`config.mk`:
```
export PLATFORM = sky130hd
export DESIGN_NAME = mb_reset_seq_flat
export DESIGN_NICKNAME = d
export VERILOG_FILES = /design/src/rtl/mb_reset_seq_if.sv /design/src/rtl/mb_reset_seq.sv /design/src/flat_wrapper.sv
export SDC_FILE = /design/constraint.sdc
export NUM_CORES = 1
export LEC_CHECK = 0
export CAP_MARGIN = 10
export CORE_MARGIN = 2
export CORE_UTILIZATION = 30
export DETAILED_ROUTE_END_ITERATION = 10
export PLACE_DENSITY_LB_ADDON = 0.25
export SETUP_SLACK_MARGIN = 0.15
export SLEW_MARGIN = 0
export SYNTH_ARGS = -nofsm -noshare
export SYNTH_HDL_FRONTEND = slang
export SYNTH_SLANG_ARGS = --single-unit
```
`constraint.sdc`:
```
create_clock -name pG0 -period 2 [get_ports pG0]
set_clock_uncertainty 0.15 [all_clocks]
set_input_delay 0.4 -clock pG0 [delete_from_list [all_inputs] [get_ports pG0]]
set_output_delay 0.4 -clock pG0 [all_outputs]
set_load 0.01 [all_outputs]
```
`src/rtl/mb_reset_seq_if.sv`:
```
// Pin bundle between the FTDI bridge, the push-button and the modboard mb.
// The controller takes the slave view; whatever drives the raw pins takes the master view.
interface mb_reset_seq_if;
    logic ftdi_dtr;
    logic btn_n;
    logic ftdi_txd;
    logic mb_txd;
    logic mb_rxd;
    logic ftdi_rxd;
    logic mb_rst_n;
    logic mb_led;

    modport master (
        output ftdi_dtr, btn_n, ftdi_txd, mb_txd,
        input  mb_rxd, ftdi_rxd, mb_rst_n, mb_led
    );

    modport slave (
        input  ftdi_dtr, btn_n, ftdi_txd, mb_txd,
        output mb_rxd, ftdi_rxd, mb_rst_n, mb_led
    );
endinterface

```
`src/rtl/mb_reset_seq.sv`:
```
// Reset and UART-gating controller for the mb: DTR/button -> minimum-width reset,
// then a boot lockout window, with the serial lines held idle while mb is in reset.
module mb_reset_seq #(
    parameter int SYNC_STAGES     = 2,
    parameter int DEBOUNCE_CYCLES = 16,
    parameter int RST_CYCLES      = 1024,
    parameter int BOOT_CYCLES     = 4096,
    parameter int CNT_W           = 16
) (
    input  logic          pG0,
    input  logic          pRST,
    mb_reset_seq_if.slave bus
);

    localparam int DB_W    = $clog2(DEBOUNCE_CYCLES + 1);
    localparam int LED_BIT = (CNT_W > 8) ? 8 : CNT_W - 1;

    localparam logic [DB_W-1:0]  DB_LAST   = DB_W'(DEBOUNCE_CYCLES - 1);
    localparam logic [CNT_W-1:0] RST_LAST  = CNT_W'(RST_CYCLES - 1);
    localparam logic [CNT_W-1:0] BOOT_LAST = CNT_W'(BOOT_CYCLES - 1);

    typedef enum logic [1:0] {
        ST_RST,
        ST_BOOT,
        ST_RUN
    } state_t;

    logic [SYNC_STAGES-1:0] dtr_sync;
    logic [SYNC_STAGES-1:0] btn_sync;
    logic                   dtr_s;
    logic                   btn_s;

    // Both raw pins idle high, so the synchronizers reset to 1 to avoid a
    // phantom DTR edge or button press right after pRST releases.
    always_ff @(posedge pG0 or negedge pRST) begin
        if (!pRST) begin
            dtr_sync <= '1;
            btn_sync <= '1;
        end else begin
            // NOTE: sequential state uses non-blocking assignments so every flop
            // samples the pre-edge value and the chain shifts one stage per clock.
            dtr_sync <= {dtr_sync[SYNC_STAGES-2:0], bus.ftdi_dtr};
            btn_sync <= {btn_sync[SYNC_STAGES-2:0], bus.btn_n};
        end
    end

    assign dtr_s = dtr_sync[SYNC_STAGES-1];
    assign btn_s = btn_sync[SYNC_STAGES-1];

    logic dtr_prev;
    logic dtr_trig;

    always_ff @(posedge pG0 or negedge pRST) begin
        if (!pRST) begin
            dtr_prev <= 1'b1;
            dtr_trig <= 1'b0;
        end else begin
            dtr_prev <= dtr_s;
            dtr_trig <= dtr_prev & ~dtr_s;
        end
    end

    logic            btn_db;
    logic [DB_W-1:0] db_cnt;

    // A sample matching the accepted level restarts the run of new-level samples.
    always_ff @(posedge pG0 or negedge pRST) begin
        if (!pRST) begin
            btn_db <= 1'b1;
            db_cnt <= '0;
        end else if (btn_s == btn_db) begin
            db_cnt <= '0;
        end else if (db_cnt == DB_LAST) begin
            btn_db <= btn_s;
            db_cnt <= '0;
        end else begin
            db_cnt <= db_cnt + DB_W'(1);
        end
    end

    logic             press;
    state_t           state;
    logic [CNT_W-1:0] cnt;
    logic [CNT_W-1:0] cnt_inc;
    logic             pass_en;
    logic             rst_n_q;
    logic             led_q;

    assign press   = ~btn_db;
    assign cnt_inc = cnt + CNT_W'(1);

    // Outputs are registered alongside the state so they change on the same edge.
    always_ff @(posedge pG0 or negedge pRST) begin
        if (!pRST) begin
            state   <= ST_RST;
            cnt     <= '0;
            pass_en <= 1'b0;
            rst_n_q <= 1'b0;
            led_q   <= 1'b0;
        end else begin
            unique case (state)
                ST_RST: begin
                    // A held button counts as a continuous retrigger.
                    if (dtr_trig || press) begin
                        cnt <= '0;
                    end else if (cnt == RST_LAST) begin
                        state   <= ST_BOOT;
                        cnt     <= '0;
                        pass_en <= 1'b1;
                        rst_n_q <= 1'b1;
                        led_q   <= 1'b0;
                    end else begin
                        cnt <= cnt_inc;
                    end
                end
                ST_BOOT: begin
                    if (press) begin
                        state   <= ST_RST;
                        cnt     <= '0;
                        pass_en <= 1'b0;
                        rst_n_q <= 1'b0;
                        led_q   <= 1'b0;
                    end else if (cnt == BOOT_LAST) begin
                        state   <= ST_RUN;
                        cnt     <= '0;
                        led_q   <= 1'b1;
                    end else begin
                        cnt   <= cnt_inc;
                        led_q <= cnt_inc[LED_BIT];
                    end
                end
                ST_RUN: begin
                    if (dtr_trig || press) begin
                        state   <= ST_RST;
                        cnt     <= '0;
                        pass_en <= 1'b0;
                        rst_n_q <= 1'b0;
                        led_q   <= 1'b0;
                    end
                end
                default: begin
                    state   <= ST_RST;
                    cnt     <= '0;
                    pass_en <= 1'b0;
                    rst_n_q <= 1'b0;
                    led_q   <= 1'b0;
                end
            endcase
        end
    end

    assign bus.mb_rxd   = pass_en ? bus.ftdi_txd : 1'b1;
    assign bus.ftdi_rxd = pass_en ? bus.mb_txd   : 1'b1;
    assign bus.mb_rst_n = rst_n_q;
    assign bus.mb_led   = led_q;

endmodule

```
`src/flat_wrapper.sv`:
```
// flat-port wrapper written by rule: the top's interface ports become plain ports
module mb_reset_seq_flat 
#(
    parameter int SYNC_STAGES     = 2,
    parameter int DEBOUNCE_CYCLES = 16,
    parameter int RST_CYCLES      = 1024,
    parameter int BOOT_CYCLES     = 4096,
    parameter int CNT_W           = 16
)
  (pG0, pRST, bus_ftdi_dtr, bus_btn_n, bus_ftdi_txd, bus_mb_txd, bus_mb_rxd, bus_ftdi_rxd, bus_mb_rst_n, bus_mb_led);
  mb_reset_seq_if bus_i ();
  input  logic pG0;
  input  logic pRST;
  input wire logic [$bits(bus_i.ftdi_dtr)-1:0] bus_ftdi_dtr;
  input wire logic [$bits(bus_i.btn_n)-1:0] bus_btn_n;
  input wire logic [$bits(bus_i.ftdi_txd)-1:0] bus_ftdi_txd;
  input wire logic [$bits(bus_i.mb_txd)-1:0] bus_mb_txd;
  output wire logic [$bits(bus_i.mb_rxd)-1:0] bus_mb_rxd;
  output wire logic [$bits(bus_i.ftdi_rxd)-1:0] bus_ftdi_rxd;
  output wire logic [$bits(bus_i.mb_rst_n)-1:0] bus_mb_rst_n;
  output wire logic [$bits(bus_i.mb_led)-1:0] bus_mb_led;
  assign bus_i.ftdi_dtr = bus_ftdi_dtr;
  assign bus_i.btn_n = bus_btn_n;
  assign bus_i.ftdi_txd = bus_ftdi_txd;
  assign bus_i.mb_txd = bus_mb_txd;
  assign bus_mb_rxd = bus_i.mb_rxd;
  assign bus_ftdi_rxd = bus_i.ftdi_rxd;
  assign bus_mb_rst_n = bus_i.mb_rst_n;
  assign bus_mb_led = bus_i.mb_led;
  mb_reset_seq #(.SYNC_STAGES(SYNC_STAGES), .DEBOUNCE_CYCLES(DEBOUNCE_CYCLES), .RST_CYCLES(RST_CYCLES), .BOOT_CYCLES(BOOT_CYCLES), .CNT_W(CNT_W)) u_core (.pG0(pG0), .pRST(pRST), .bus(bus_i));
endmodule
```
==> impl_metrics.csv, run 1 <==
group,metric,value,unit
status,status,"complete, no violations",
logic_synthesis,async_flop_share,100,%
grt,grt_pass1_vias,1293,
placement,post-dp-hpwl,2520,um
die,core_area,0.00547,mm^2
die,start_util,31.0,%
grt,grt_overflow,0,
setup_path,timing.rr.end,"u_core.cnt[9]",
logic_synthesis,ys_seq_area_share,47.7,%
grt,grt_antenna_before_repair,0,
routing,num_vias,1387,
routing,first_pass_iters,4,
logic_synthesis,synth.avg_cell_area,9.42,um^2
setup_path,worstSetupStartpointType,"flip-flop",
setup_path,path_max_fanout,7,
logic_synthesis,synth_area_leaders,"dfrtp_1 (38%), dfstp_2 (9.3%), nand2_1 (7.1%)",
finish,layout-drive-gt1-share,28.0,%
setup_path,rrSetupSlack,0.17,ns
clocking,ctsRootBufferMaster,"clkbuf_8",
logic_synthesis,syn_area,0.00170,mm^2
logic_synthesis,synth.distinct_cells,42,
setup_path,worstPathCellList,"nor4_4 > and3_4 > a31oi_4 > buf_6 > o22ai_1 > nand2_1",
routing,avgRoutedWirePerCell,12.4,um
placement,post-place-ws,-0.0180,ns
setup_path,reg2regPathDepth,6,
finish,fillers,569,
die,die-area,0.00627,mm^2
timing,setup_ws,0.166,ns
routing,routed_via_density,4.78,
placement,finalWeightedCongestion,0.808,
routing,ant_nets,0,
timing,max_freq,545,MHz
clocking,path_clk_slew,0.07,ns
clocking,cts_tree,"built",
logic_synthesis,synthCells,180,
timing,setup_viol_count_final,0,
finish,area_delta_synth_final,32.0,%
logic_synthesis,synth.top_cell.area_share,38.4,%
finish,n_antenna_cell,0,
timing,layout_min_cycle_time,1.83,ns
logic_synthesis,synth_top_area_cell,"dfrtp_1",
clocking,cts_buffer_depth,2,
setup_path,critPathRequiredTime,2.02,ns
setup_path,max_stage_delay,0.41,ns
power,ir_drop,0.332,mV
grt,grt_max_degree,33,
logic_synthesis,synth-edff-count,0,
power,p_leak,1.10,nW
placement,post-place-cells,278,
finish,layout.nets,225,
setup_path,end_kind,"flip-flop",
timing,tightestPinTransition,0.426,ns
grt,grt.total_usage,12.5,%
power,power.density,594,mW/mm^2
hold_path,hp-start,"u_core.btn_sync[0]",
finish,final_cell_count_no_fill,290,
placement,portBuffers,9,
logic_synthesis,syn_nets,188,
timing,period_share,91.7,%
logic_synthesis,ys_top_cells_by_count,"nand2_1 (32), dfrtp_1 (26), nor2_1 (15), o21ai_0 (11)",
die,io-pin-count,10,
timing,final_max_slew_viol_count,0,
hold_path,hold_class,"reg -> reg",
timing,finalSetupTns,0,ns
clocking,cts-buffers-inserted,5,
die,rows,27,
die,fp.dieW,79.2,um
routing,drcViolationCount,0,
run,maxCapViolations,0,
grt,grt_pass1_wl,6110,um
timing,relSlewSlack,71.6,%
routing,wl,3590,um
clocking,cts_sinks,32,
setup_path,critPathKind,"reg -> reg",
hold_path,min_to,"u_core.btn_sync[1]",
clocking,htreeDepth,2,
logic_synthesis,synth-warning-count,0,
setup_path,timing.rr.start,"u_core.cnt[12]",
die,die_h,79.2,um
routing,drtIter0Drc,74,
timing,rsz0062_at_grt,"yes",
clocking,clk_latency,0.29,ns
logic_synthesis,yosysMostFrequentCell,"nand2_1",
setup_path,crit_slowest_cell,"dfrtp_1",
hold_path,hold_path_depth,0,
logic_synthesis,synth-main-ff-cell,"dfrtp_1",
timing,hold_viol,0,
logic_synthesis,synth-seq-cells,32,
setup_path,cp.arrival,1.86,ns
==> through the flow <==
stage               hold WS (ns)  power, W  utilization, %  cell area [um^2]
floorplan                -0.0456  0.000691               -              1700
global placement           0.195  0.000718            36.9              2020
detailed placement         0.197  0.000719            36.9              2020
CTS                        0.208   0.00135            39.3              2150
global route               0.214   0.00138            40.9              2240
finish                     0.206   0.00133            40.9              2240
==> critical path, delay by kind of cell (launching register included) <==
kind,cells,cell delay (ns)
compound gates,2,0.30
flops,1,0.41
buf+inv,1,0.17
simple gates,3,0.69
==> how the worst max path moves through the flow <==
stage,startpoint,endpoint,depth (start not counted)
final,u_core.cnt[12],u_core.cnt[9],6
after global routing,u_core.cnt[12],u_core.cnt[7],6
after CTS,u_core.cnt[0],u_core.cnt[14],6
after detailed placement,bus_ftdi_txd,bus_mb_rxd,3
after global placement,bus_ftdi_txd,bus_mb_rxd,3
after floorplan,u_core.cnt[0],u_core.cnt[10],7
==> cell type report <==
| class | instances | area, um^2 | share of cell area [%] |
|---|---|---|---|
| repair buffers | 35 | 303 | 13.5 |
| clock buffers | 5 | 68.8 | 3.08 |
| multi-input cells | 141 | 917 | 41.0 |
| inverters | 2 | 7.51 | 0.336 |
| clock inverters | 3 | 42.5 | 1.90 |
| flip-flops and latches | 32 | 808 | 36.1 |
| well taps | 72 | 90.1 | 4.03 |
==> timing repair <==
action | 4_1_cts | 5_1_grt
pin swaps | 3 | 18
hold buffers | 0 | 0
setup buffers | 2 | 2
setup endpoints to repair | 16 | 16
resized for setup | 4 | 14
==> registers in the layout, summed over array words and instances (netlist names), 2 cells and up <==
register and count:
u_core.btn_sync 2, u_core.cnt 16, u_core.db_cnt 5, u_core.dtr_sync 2
u_core.state 2
==> cell usage in the layout (no fill, tap or decap), drive strengths merged, types with 6 or more instances in the layout <==
master / count
nor3: 6
dfstp: 6
o21ai: 12
dfrtp: 26
nor2: 15
clkdlybuf4s50: 7
nand3: 9
and2: 8
buf: 26
nand2: 32
o22ai: 9
==> power by group <==
part           internal (W)  leakage [nW]  total [W]  switching (W)
Sequential         0.000663         0.423   0.000669     0.00000620
Combinational     0.0000174         0.621  0.0000374      0.0000201
Clock              0.000368        0.0541   0.000622       0.000254
Total               0.00105          1.10    0.00133       0.000280
==> routing by layer <==
layer  global-route usage [%]  part of all wire [%]  wire (um)  vias up
li1                         -                     -          -      708
met1                     16.5                    49       1740      652
met2                     19.3                    46       1650       22
met3                     3.75                   3.8        135        5
met4                     4.66                   1.7         61        0
met5                        0                     0          0        -
==> logic make-up after synthesis <==
group	share of synthesized area [%]
AOI/OAI and AO/OA	13.1
muxes	1.92
xor gates and xnor gates	3.10
DFF	47.7
adders and majority gates	1.48
buffers and inverters	2.51
and+or+nand+nor	30.3
Power figures use the tool's default switching activity.
==> run 2, diff against run 1 <==
Settings changed: CTS_CLUSTER_DIAMETER set to 100, HOLD_SLACK_MARGIN set to 0.02.
==> results of run 2 <==
Final layout, timing and power as in run 1 (identical DEF).
==> run 3, diff against run 2 <==
Settings changed: MAX_ROUTING_LAYER set to met4.
==> run 3 against run 2 <==
Against the previous run:
- final area unchanged
- global-route usage up 0.41 points
- sequential cell count is the same
- critical path depth unchanged
- via count up 0.43%
- sequential share of layout area is the same
- fmax decreased by 0.27%
- register-to-register slack about the same
- setup slack worse by 0.0050 ns
- critical path type unchanged
==> impl_metrics.csv, run 3 (same netlist as run 1, synthesis figures left out) <==
group,metric,value,unit
setup_path,timing.rr.end,"u_core.cnt[9]",
clocking,cts_sinks,32,
setup_path,critPathKind,"reg -> reg",
routing,routed_via_density,4.80,
setup_path,end_kind,"flip-flop",
finish,layout-drive-gt1-share,28.0,%
clocking,cts-buffers-inserted,5,
placement,portBuffers,9,
timing,final_max_slew_viol_count,0,
hold_path,hold_class,"reg -> reg",
finish,area_delta_synth_final,32.0,%
finish,layout_commonest_cell,"nand2_1",
placement,finalWeightedCongestion,0.820,
routing,ant_nets,0,
finish,top_regs,"u_core.cnt: 16 flops, u_core.db_cnt: 5 flops",
clocking,cts_buffer_depth,2,
placement,post_dp_cell_area,0.00202,mm^2
die,die_h,79.2,um
power,power,0.00133,W
timing,layout_min_cycle_time,1.84,ns
timing,hold_viol,0,
die,core_area,0.00547,mm^2
finish,final_cell_mix,"nand2_1 (32), dfrtp_1 (26), buf_4 (23)",
timing,relSlewSlack,71.6,%
setup_path,cp.arrival,1.86,ns
finish,n_antenna_cell,0,
setup_path,timing.rr.start,"u_core.cnt[12]",
setup_path,critPathRequiredTime,2.02,ns
grt,grt_pass1_wl,6110,um
status,status,"complete, no violations",
grt,grt.total_usage,12.9,%
finish,final_area,0.00224,mm^2
finish,register_area,808,um^2
die,fp.dieW,79.2,um
timing,rsz0062_at_grt,"yes",
routing,wl,3600,um
routing,drcViolationCount,0,
finish,regMostFlops,"u_core.cnt",
placement,post-dp-hpwl,2520,um
routing,first_pass_iters,4,
setup_path,worstSetupStartpointType,"flip-flop",
setup_path,path_max_fanout,7,
finish,fillers,569,
routing,drtIter0Drc,80,
setup_path,rrSetupSlack,0.16,ns
routing,num_vias,1393,
clocking,ctsRootBufferMaster,"clkbuf_8",
finish,multi_input_area,917,um^2
die,io-pin-count,10,
timing,tightestPinTransition,0.426,ns
routing,avgRoutedWirePerCell,12.4,um
power,power.density,593,mW/mm^2
clocking,clk_latency,0.28,ns
finish,layout.nets,225,
die,start_util,31.0,%
grt,grt_overflow,0,
timing,period_share,92.0,%
die,die-area,0.00627,mm^2
grt,grt_max_degree,33,
clocking,htreeDepth,2,
timing,max_freq,544,MHz
power,ir_drop,0.330,mV
hold_path,min_to,"u_core.btn_sync[1]",
grt,grt_pass1_vias,1288,
grt,grt_antenna_before_repair,0,
clocking,cts_tree,"built",
timing,setup_viol_count_final,0,
hold_path,hp-start,"u_core.btn_sync[0]",
finish,largest_reg_flops,16,
power,p_leak,1.10,nW
setup_path,reg2regPathDepth,6,
die,rows,27,
clocking,path_clk_slew,0.07,ns
hold_path,hold_path_depth,0,
clocking,holdBufCountCts,0,
run,maxCapViolations,0,
-- run 3: cell counts in the layout (fill, tap and decap cells not counted) --
No cell type changed its count.
-- run 3: stage by stage --
stage / setup WS, ns / utilization, % / cells / hold WS [ns] / setup TNS [ns]
2_1_floorplan: 0.204 / - / 180 / -0.0456 / 0
3_3_place_gp: -0.00987 / 36.9 / 278 / 0.195 / -0.0144
3_5_place_dp: -0.0180 / 36.9 / 278 / 0.197 / -0.0395
4_1_cts: 0.154 / 39.3 / 288 / 0.208 / 0
5_1_grt: 0.0781 / 40.9 / 290 / 0.214 / 0
6_report: 0.161 / 40.9 / 290 / 0.206 / 0
-- run 3: where the power goes --
group          switching, W  internal [W]   total, W  leakage [nW]
clock network      0.000252      0.000368   0.000620        0.0541
registers        0.00000614      0.000663   0.000669         0.423
logic             0.0000201     0.0000174  0.0000374         0.621
-- run 3: worst max path at each step --
stage / startpoint / end
floorplan: u_core.cnt[0] / u_core.cnt[10]
finish: u_core.cnt[12] / u_core.cnt[9]
CTS: u_core.cnt[0] / u_core.cnt[14]
global route: u_core.cnt[12] / u_core.cnt[7]
detailed placement: bus_ftdi_txd / bus_mb_rxd
global placement: bus_ftdi_txd / bus_mb_rxd
-- run 3: critical path, cell delays in order, from the launching register on --
cell     delay [ns]
dfrtp_1        0.41
nor4_4         0.35
and3_4         0.28
a31oi_4        0.14
buf_6          0.18
o22ai_1        0.16
nand2_1        0.07
-- run 3: what timing repair did --
action	4_1_cts	5_1_grt
endpoints found under the setup margin	16	16
pin swaps	3	18
setup buffers	2	2
cloned	0	0
gates resized for setup	4	14
-- run 3: layer usage --
layer | track usage, % | wire, um
met1 | 16.5 | 1750
met2 | 19.3 | 1640
met3 | 4.09 | 146
met4 | 4.66 | 59
met5 | - | 0
-- run 3: cell type report --
| cell class | count | area share, % |
|---|---|---|
| clock buffer | 5 | 3.08 |
| inverter | 2 | 0.336 |
| clock inverter | 3 | 1.90 |
| sequential | 32 | 36.1 |
| timing repair buffer | 35 | 13.5 |
| tap | 72 | 4.03 |
| multi-input combinational | 141 | 41.0 |
